<file path="src/rtl/fifo_buffer_flags_pkg.sv">
`default_nettype none
// ============================================================================
// Module      : fifo_buffer_flags_pkg
// Description : Shared sizing helpers and threshold range checks for the
//               flagged synchronous FIFO family.
//               Pointer and COUNT width is DEPTH_BITS+1; the extra bit is the
//               wrap bit, so the difference of two pointers covers 0..DEPTH.
// Revision    : 1.0 - initial release
// ============================================================================
package fifo_buffer_flags_pkg;

    // Width of a read/write pointer, including the wrap bit.
    function automatic int ptr_width(input int depth_bits);
        return depth_bits + 1;
    endfunction

    // Legal ranges: almost-full in 1..DEPTH, almost-empty in 0..DEPTH-1.
    function automatic bit thresh_ok(input int afull, input int aempty,
                                     input int depth_bits);
        int depth;
        depth = 1 << depth_bits;
        return (afull >= 1) && (afull <= depth) &&
               (aempty >= 0) && (aempty <= depth - 1);
    endfunction

endpackage : fifo_buffer_flags_pkg
`default_nettype wire

</file>
<file path="src/rtl/fifo_mem_dp.sv">
`default_nettype none
// ============================================================================
// Module      : fifo_mem_dp
// Description : DEPTH x DATA_WIDTH storage array with one write port and one
//               read port. The read port is registered (read-before-write,
//               output reset to 0 and held when not reading) unless
//               FIFO_FWFT_EN is defined, in which case it is asynchronous.
// Ports       : clk, rst_n            clock / async active-low reset
//               i_wr_en/addr/data     write port
//               i_rd_en/addr          read port request
//               o_rd_data             read data
// Macro       : FIFO_FWFT_EN          selects the asynchronous read port
// Revision    : 1.0 - initial release
// ============================================================================
module fifo_mem_dp #(
    parameter int DATA_WIDTH = 8,
    parameter int ADDR_WIDTH = 4
) (
    input  logic                  clk,
    input  logic                  rst_n,
    input  logic                  i_wr_en,
    input  logic [ADDR_WIDTH-1:0] i_wr_addr,
    input  logic [DATA_WIDTH-1:0] i_wr_data,
    input  logic                  i_rd_en,
    input  logic [ADDR_WIDTH-1:0] i_rd_addr,
    output logic [DATA_WIDTH-1:0] o_rd_data
);

    localparam int c_DEPTH = 1 << ADDR_WIDTH;

    // Storage is deliberately not reset.
    logic [DATA_WIDTH-1:0] r_mem [c_DEPTH];

    always_ff @(posedge clk) begin
        if (i_wr_en) begin
            r_mem[i_wr_addr] <= i_wr_data;
        end
    end

`ifdef FIFO_FWFT_EN
    assign o_rd_data = r_mem[i_rd_addr];
`else
    logic [DATA_WIDTH-1:0] r_rd_q;

    // Same-address write in the same cycle is not forwarded: the reader
    // gets the old word, which is what a simultaneous pop on a full FIFO needs.
    always_ff @(posedge clk or negedge rst_n) begin
        if (!rst_n) begin
            r_rd_q <= '0;
        end else if (i_rd_en) begin
            r_rd_q <= r_mem[i_rd_addr];
        end
    end

    assign o_rd_data = r_rd_q;
`endif

endmodule : fifo_mem_dp
`default_nettype wire

</file>
<file path="src/rtl/fifo_buffer_flags.sv">
`default_nettype none
// ============================================================================
// Module      : fifo_buffer_flags
// Description : Parametrised single-clock FIFO with occupancy count,
//               programmable almost-full/almost-empty flags, sticky
//               overflow/underflow flags and read-valid qualification.
// Ports       : clk, rst_n                      clock / async active-low reset
//               i_wr_en, i_wr_data              push
//               i_rd_en                         pop
//               i_clr_err                       clear sticky error flags
//               o_rd_data, o_rd_valid           read data and qualifier
//               o_full, o_empty                 COUNT==DEPTH / COUNT==0
//               o_almost_full, o_almost_empty   threshold flags
//               o_count                         occupancy 0..DEPTH
//               o_overflow, o_underflow         sticky error flags
// Macro       : FIFO_FWFT_EN  first-word-fall-through read mode when defined;
//               registered read with empty bypass when undefined.
// Revision    : 1.0 - initial release
// ============================================================================
module fifo_buffer_flags
    import fifo_buffer_flags_pkg::*;
#(
    parameter int DATA_WIDTH    = 8,
    parameter int DEPTH_BITS    = 4,
    parameter int AFULL_THRESH  = 12,
    parameter int AEMPTY_THRESH = 2
) (
    input  logic                  clk,
    input  logic                  rst_n,
    input  logic                  i_wr_en,
    input  logic [DATA_WIDTH-1:0] i_wr_data,
    input  logic                  i_rd_en,
    input  logic                  i_clr_err,
    output logic [DATA_WIDTH-1:0] o_rd_data,
    output logic                  o_rd_valid,
    output logic                  o_full,
    output logic                  o_empty,
    output logic                  o_almost_full,
    output logic                  o_almost_empty,
    output logic [DEPTH_BITS:0]   o_count,
    output logic                  o_overflow,
    output logic                  o_underflow
);

    localparam int                 c_PTR_W     = ptr_width(DEPTH_BITS);
    localparam int                 c_DEPTH     = 1 << DEPTH_BITS;
    localparam logic [c_PTR_W-1:0] c_DEPTH_CNT = c_PTR_W'(c_DEPTH);
    localparam logic [c_PTR_W-1:0] c_AFULL     = c_PTR_W'(AFULL_THRESH);
    localparam logic [c_PTR_W-1:0] c_AEMPTY    = c_PTR_W'(AEMPTY_THRESH);

    generate
        if (!thresh_ok(AFULL_THRESH, AEMPTY_THRESH, DEPTH_BITS)) begin : g_thresh_check
            $error("fifo_buffer_flags: AFULL_THRESH/AEMPTY_THRESH out of range");
        end
    endgenerate

    logic [c_PTR_W-1:0]    r_wr_ptr;
    logic [c_PTR_W-1:0]    r_rd_ptr;
    logic                  r_overflow;
    logic                  r_underflow;
    logic [c_PTR_W-1:0]    w_count;
    logic                  w_full;
    logic                  w_empty;
    logic                  w_bypass;
    logic                  w_wr_acc;
    logic                  w_rd_acc;
    logic                  w_ovf_set;
    logic                  w_udf_set;
    logic [DATA_WIDTH-1:0] w_mem_rd;

    // Modular subtraction of wrap-bit pointers gives 0..DEPTH directly.
    assign w_count = r_wr_ptr - r_rd_ptr;
    assign w_full  = (w_count == c_DEPTH_CNT);
    assign w_empty = (w_count == '0);

`ifdef FIFO_FWFT_EN
    // Nothing is visible yet on an empty FIFO, so a pop there is ignored
    // while the write still lands.
    assign w_bypass = 1'b0;
`else
    // Push and pop on an empty FIFO hand the word straight to the reader.
    assign w_bypass = i_wr_en & i_rd_en & w_empty;
`endif

    // A full FIFO still accepts a write when a pop frees a slot the same cycle.
    assign w_wr_acc  = i_wr_en & (~w_full | i_rd_en) & ~w_bypass;
    assign w_rd_acc  = i_rd_en & ~w_empty;
    assign w_ovf_set = i_wr_en & w_full & ~i_rd_en;
    assign w_udf_set = i_rd_en & w_empty & ~i_wr_en;

    fifo_mem_dp #(
        .DATA_WIDTH (DATA_WIDTH),
        .ADDR_WIDTH (DEPTH_BITS)
    ) u_mem (
        .clk       (clk),
        .rst_n     (rst_n),
        .i_wr_en   (w_wr_acc),
        .i_wr_addr (r_wr_ptr[DEPTH_BITS-1:0]),
        .i_wr_data (i_wr_data),
        .i_rd_en   (w_rd_acc),
        .i_rd_addr (r_rd_ptr[DEPTH_BITS-1:0]),
        .o_rd_data (w_mem_rd)
    );

    always_ff @(posedge clk or negedge rst_n) begin
        if (!rst_n) begin
            r_wr_ptr <= '0;
            r_rd_ptr <= '0;
        end else begin
            if (w_wr_acc) begin
                r_wr_ptr <= r_wr_ptr + 1'b1;
            end
            if (w_rd_acc) begin
                r_rd_ptr <= r_rd_ptr + 1'b1;
            end
        end
    end

    // A fresh error in the clearing cycle keeps the flag set.
    always_ff @(posedge clk or negedge rst_n) begin
        if (!rst_n) begin
            r_overflow  <= 1'b0;
            r_underflow <= 1'b0;
        end else begin
            r_overflow  <= w_ovf_set | (r_overflow  & ~i_clr_err);
            r_underflow <= w_udf_set | (r_underflow & ~i_clr_err);
        end
    end

`ifdef FIFO_FWFT_EN
    assign o_rd_valid = ~w_empty;
    assign o_rd_data  = w_empty ? '0 : w_mem_rd;
`else
    logic                  r_rd_valid;
    logic                  r_byp_sel;
    logic [DATA_WIDTH-1:0] r_byp_data;

    // r_byp_sel picks the bypassed word until the next real pop reloads the
    // memory read register.
    always_ff @(posedge clk or negedge rst_n) begin
        if (!rst_n) begin
            r_rd_valid <= 1'b0;
            r_byp_sel  <= 1'b0;
            r_byp_data <= '0;
        end else begin
            r_rd_valid <= w_rd_acc | w_bypass;
            if (w_bypass) begin
                r_byp_sel  <= 1'b1;
                r_byp_data <= i_wr_data;
            end else if (w_rd_acc) begin
                r_byp_sel  <= 1'b0;
            end
        end
    end

    assign o_rd_valid = r_rd_valid;
    assign o_rd_data  = r_byp_sel ? r_byp_data : w_mem_rd;
`endif

    assign o_full         = w_full;
    assign o_empty        = w_empty;
    assign o_almost_full  = (w_count >= c_AFULL);
    assign o_almost_empty = (w_count <= c_AEMPTY);
    assign o_count        = w_count;
    assign o_overflow     = r_overflow;
    assign o_underflow    = r_underflow;

endmodule : fifo_buffer_flags
`default_nettype wire

</file>
<file path="config.mk">
export PLATFORM = sky130hd
export DESIGN_NAME = fifo_buffer_flags
export DESIGN_NICKNAME = d
export VERILOG_FILES = /design/src/rtl/fifo_buffer_flags_pkg.sv /design/src/rtl/fifo_mem_dp.sv /design/src/rtl/fifo_buffer_flags.sv
export SDC_FILE = /design/constraint.sdc
export NUM_CORES = 1
export LEC_CHECK = 0
export ABC_AREA = 1
export BUFFER_PORTS_ARGS = -buffer_cell sky130_fd_sc_hd__buf_2
export CAP_MARGIN = 20
export CORE_ASPECT_RATIO = 0.9
export CORE_MARGIN = 8
export CORE_UTILIZATION = 57
export CTS_BUF_LIST = sky130_fd_sc_hd__clkbuf_2
export CTS_CLUSTER_SIZE = 28
export DETAILED_ROUTE_END_ITERATION = 7
export PLACE_DENSITY_LB_ADDON = 0.3
export SLEW_MARGIN = 5
export SYNTH_ARGS = -nofsm -noshare
export SYNTH_HDL_FRONTEND = slang
export SYNTH_SLANG_ARGS = --single-unit
</file>
<file path="constraint.sdc">
create_clock -name clk -period 2.8 [get_ports clk]
set_clock_uncertainty 0.05 [all_clocks]
set_input_delay 0.56 -clock clk [delete_from_list [all_inputs] [get_ports clk]]
set_output_delay 0.56 -clock clk [all_outputs]
set_load 0.01 [all_outputs]
</file>
==> metrics.txt <==
# TYPE chip_impl_metric gauge
chip_impl_info{name="status",value="finished, violations left"} 1
chip_impl_info{name="failing_checks",value="negative setup slack"} 1
chip_impl_metric{name="setup_ws",unit="ps"} -407.8
chip_impl_metric{name="yosys_register_bits",unit=""} 158
chip_impl_metric{name="cts_max_level",unit=""} 4
chip_impl_metric{name="crit_fanout",unit=""} 4
chip_impl_metric{name="chipHeight",unit="um"} 120.2
chip_impl_metric{name="synth_area",unit="sq mm"} 0.006872
chip_impl_metric{name="crit_path_max_incr_delay",unit="ps"} 430
chip_impl_info{name="worst_hold_path_type",value="input port to flop"} 1
chip_impl_metric{name="grt_first_pass_wirelength",unit="um"} 25960
chip_impl_info{name="r2r-start",value="r_wr_ptr[0]"} 1
chip_impl_metric{name="post_route_cells_drive_above_1_share",unit=""} 0.2089
chip_impl_metric{name="start_util",unit=""} 0.5781
chip_impl_metric{name="detail_route.iter0.violations",unit=""} 756
chip_impl_metric{name="clkTransAtPathRegs",unit="ps"} 220
chip_impl_metric{name="drtAntennaViolNets",unit=""} 0
chip_impl_metric{name="clk-insertion-delay-late",unit="ps"} 760
chip_impl_metric{name="hold_ws",unit="ps"} 118.6
chip_impl_info{name="clk_root_buffer_cell",value="sky130_fd_sc_hd__clkbuf_2"} 1
chip_impl_metric{name="power-per-cell-area",unit="mW/mm^2"} 1137
chip_impl_metric{name="transition_time_at_the_pin_with_the_least_slew_margin",unit="ps"} 703.4
chip_impl_metric{name="finalWeightedCongestion",unit=""} 0.9354
chip_impl_metric{name="boundaryPins",unit=""} 33
chip_impl_metric{name="antenna_found_initial",unit=""} 0
chip_impl_metric{name="antenna_cells_inserted",unit=""} 0
chip_impl_metric{name="route.vias.total",unit=""} 5126
chip_impl_metric{name="die_w",unit="um"} 131.7
chip_impl_metric{name="ir_worst_vdd",unit="uV"} 793.8
chip_impl_metric{name="final_period_minus_worst_setup_slack",unit="ps"} 3208
chip_impl_metric{name="yosys_warnings",unit=""} 0
chip_impl_metric{name="routedWlPerCell",unit="um"} 20.93
chip_impl_metric{name="ff_latch_area",unit="sq mm"} 0.004597
chip_impl_metric{name="fillerInstances",unit=""} 897
chip_impl_metric{name="portBuffers",unit=""} 32
chip_impl_metric{name="synth_cell_type_count",unit=""} 34
chip_impl_metric{name="number_of_enable_type_register_cells_in_the_synthesized_netlist",unit=""} 128
chip_impl_metric{name="numClockSinks",unit=""} 158
chip_impl_metric{name="timing.max_cap.violations",unit=""} 0
chip_impl_info{name="synth_top_cells_by_area",value="sky130_fd_sc_hd__edfxtp_1 56%, sky130_fd_sc_hd__dfrtp_1 11%, sky130_fd_sc_hd__nand2_1 7.0%"} 1
chip_impl_metric{name="drtPass1Iterations",unit=""} 6
chip_impl_info{name="cp-start-kind",value="flop"} 1
chip_impl_metric{name="globalRouteTotalUtil",unit=""} 0.2141
chip_impl_metric{name="multiInputGateArea",unit="sq mm"} 0.002116
chip_impl_metric{name="totalNegativeSetupSlack",unit="ps"} -2532
chip_impl_metric{name="clockBufferDepth",unit=""} 2
chip_impl_metric{name="cts_buffers",unit=""} 17
chip_impl_metric{name="final-setup-viol-count",unit=""} 35
chip_impl_metric{name="fp.dieArea",unit="sq mm"} 0.01583
chip_impl_info{name="synth_largest_area_cell",value="sky130_fd_sc_hd__edfxtp_1"} 1
chip_impl_metric{name="max_clock_freq",unit="MHz"} 311.7
chip_impl_metric{name="register_area_share_after_synthesis",unit=""} 0.6686
chip_impl_metric{name="worst_slew_margin_rel",unit=""} 0.5311
chip_impl_info{name="crit_start",value="r_wr_ptr[0]"} 1
chip_impl_metric{name="syn-num-nets",unit=""} 634
chip_impl_metric{name="dp_hpwl",unit="um"} 10650
chip_impl_info{name="worst_setup_path_end_kind",value="output pin"} 1
chip_impl_metric{name="post-place-ws",unit="ps"} -81.57
chip_impl_metric{name="viasPerCell",unit=""} 6.002
chip_impl_metric{name="flow.area_growth_from_synthesis",unit="%"} 13.67
chip_impl_info{name="grt_setup_unrepaired",value="true"} 1
chip_impl_info{name="crit_path_cell_trace",value="inv_2 > ha_4 > fa_2 > buf_4 > xnor2_4 > nor2_8 > nand2_4 > nor2_4 > buf_6"} 1
chip_impl_metric{name="fin_nets",unit=""} 704
chip_impl_metric{name="wirelength",unit="um"} 17880
chip_impl_metric{name="report.final.hold_viol_count",unit=""} 0
chip_impl_metric{name="drc",unit=""} 0
chip_impl_info{name="synth_common_cells",value="128 x sky130_fd_sc_hd__edfxtp_1, 128 x sky130_fd_sc_hd__nand2_1, 102 x sky130_fd_sc_hd__nor2_1"} 1
chip_impl_metric{name="syn_area_per_cell",unit="sq um"} 11.25
chip_impl_metric{name="leakagePower",unit="nW"} 3.025
chip_impl_info{name="path_class",value="flop to output pin"} 1
chip_impl_metric{name="endpoint_required_time_on_the_critical_path",unit="ps"} 2190
chip_impl_metric{name="final_util",unit=""} 0.6572
chip_impl_metric{name="grt_start_max_net_pins",unit=""} 68
chip_impl_metric{name="placementRows",unit=""} 38
chip_impl_metric{name="grt_overflow",unit=""} 0
chip_impl_metric{name="netlist.area_leader.share",unit=""} 0.5594
chip_impl_metric{name="finalMaxSlewViolations",unit=""} 0
chip_impl_info{name="tritoncts",value="done"} 1
chip_impl_info{name="top_flip_flop_cell_by_instance_count_after_synthesis",value="sky130_fd_sc_hd__edfxtp_1"} 1
chip_impl_metric{name="grt_pass1_vias",unit=""} 4776
chip_impl_metric{name="period_utilization",unit=""} 1.146
chip_impl_info{name="hp-start",value="i_wr_en"} 1
chip_impl_metric{name="core_area",unit="sq mm"} 0.01189
chip_impl_metric{name="async_reset_ff_frac",unit=""} 0.1899
chip_impl_metric{name="worst-endpoint-arrival",unit="ps"} 2600
chip_impl_info{name="critPathSlowestCell",value="sky130_fd_sc_hd__dfrtp_1"} 1
chip_impl_metric{name="syn_inst",unit=""} 611
[cells by family after synthesis]
| kind of cell | Yosys count | share of synthesized area |
|---|---|---|
| AO/OA/AOI/OAI | 105 | 0.08849 |
| flip-flops | 158 | 0.6686 |
| XOR/XNOR | 7 | 0.01111 |
| AND/OR/NAND/NOR | 277 | 0.1743 |
| adder cells (fa/ha/maj) | 10 | 0.01930 |
| buffers and inverters | 54 | 0.03824 |
[cell usage in the layout, fill, tap and decap left out, drive strengths merged]
cell type	Yosys	final
ha	9	9
inv	21	23
fa	1	1
o21ai	70	70
nand3b	1	1
buf	15	78
xor2	6	6
dfrtp	30	30
nand4	7	7
clkbuf	15	20
bufinv	0	2
nand3	32	32
xnor2	1	1
nor4	1	1
edfxtp	128	128
dlygate4sd3	0	3
nor2	105	105
o22ai	17	17
clkinvlp	0	1
nand2	131	131
o211ai	16	16
a21oi	2	2
clkinv	3	10
[state kept, by name, summed over array words and instances, names as in the netlist, 5 cells and up]
signal / count
r_byp_data: 8
r_wr_ptr: 5
u_mem.r_mem: 128
u_mem.o_rd_data: 8
r_rd_ptr: 5
[worst max-delay path: cells and delay by family, from the launching register on]
kind / cells / cell delay (ps)
DFF: 1 / 430
xor gates and xnor gates: 1 / 180
and+or+nand+nor: 3 / 390
adders and majority gates: 2 / 500
buffers and inverters: 3 / 340
[what timing repair did]
action | in CTS | in global routing
resized for setup | 13 | 20
hold endpoints to repair | 32 | 0
hold buffers | 3 | 0
setup buffers | 8 | 11
pin swaps | 6 | 7
endpoints found under the setup margin | 136 | 125
[power breakdown]
part | internal (W) | leakage, nW | total (W) | switching [W]
combinational | 0.00169 | 1.34 | 0.00461 | 0.00292
sequential | 0.00290 | 1.54 | 0.00308 | 0.000184
clock | 0.000413 | 0.146 | 0.00119 | 0.000777
total | 0.00500 | 3.03 | 0.00888 | 0.00388
[worst paths after layout]
check                                endpoint  slack [ps]  depth (start not counted)
max reg2reg                u_mem.r_mem[12][5]         -30                         15
min in group asynchronous         r_rd_ptr[1]         300                          2
max in group asynchronous         r_rd_ptr[0]        1910                          2
max                                    o_full        -410                          9
min reg2reg                     r_byp_data[1]         460                          2
min                               o_underflow         120                          2
[final cells by class]
class | count | share of cell area
Sequential cell | 158 | 0.5885
Clock inverter | 12 | 0.01522
Inverter | 24 | 0.01313
Tap cell | 160 | 0.02563
Timing Repair Buffer | 81 | 0.07384
Multi-Input combinational cell | 399 | 0.2709
Clock buffer | 20 | 0.01281
[routing by layer]
metal  part of all wire  vias up  track usage
met2               0.49      278       0.3397
met4              0.038        0      0.08315
met1               0.40     2525       0.2814
li1                   -     2269            -
met5                  0        -            0
met3              0.075       54      0.05263
[through the flow]
step | total power (W) | instance area [sq um] | cells
finish | 0.008884 | 7811 | 854
global route | 0.009319 | 7811 | 854
CTS | 0.008131 | 7627 | 843
detailed placement | 0.006693 | 7268 | 800
global placement | 0.006609 | 7268 | 800
floorplan | 0.005610 | 6872 | 611
(Power assumes the default switching activity.)
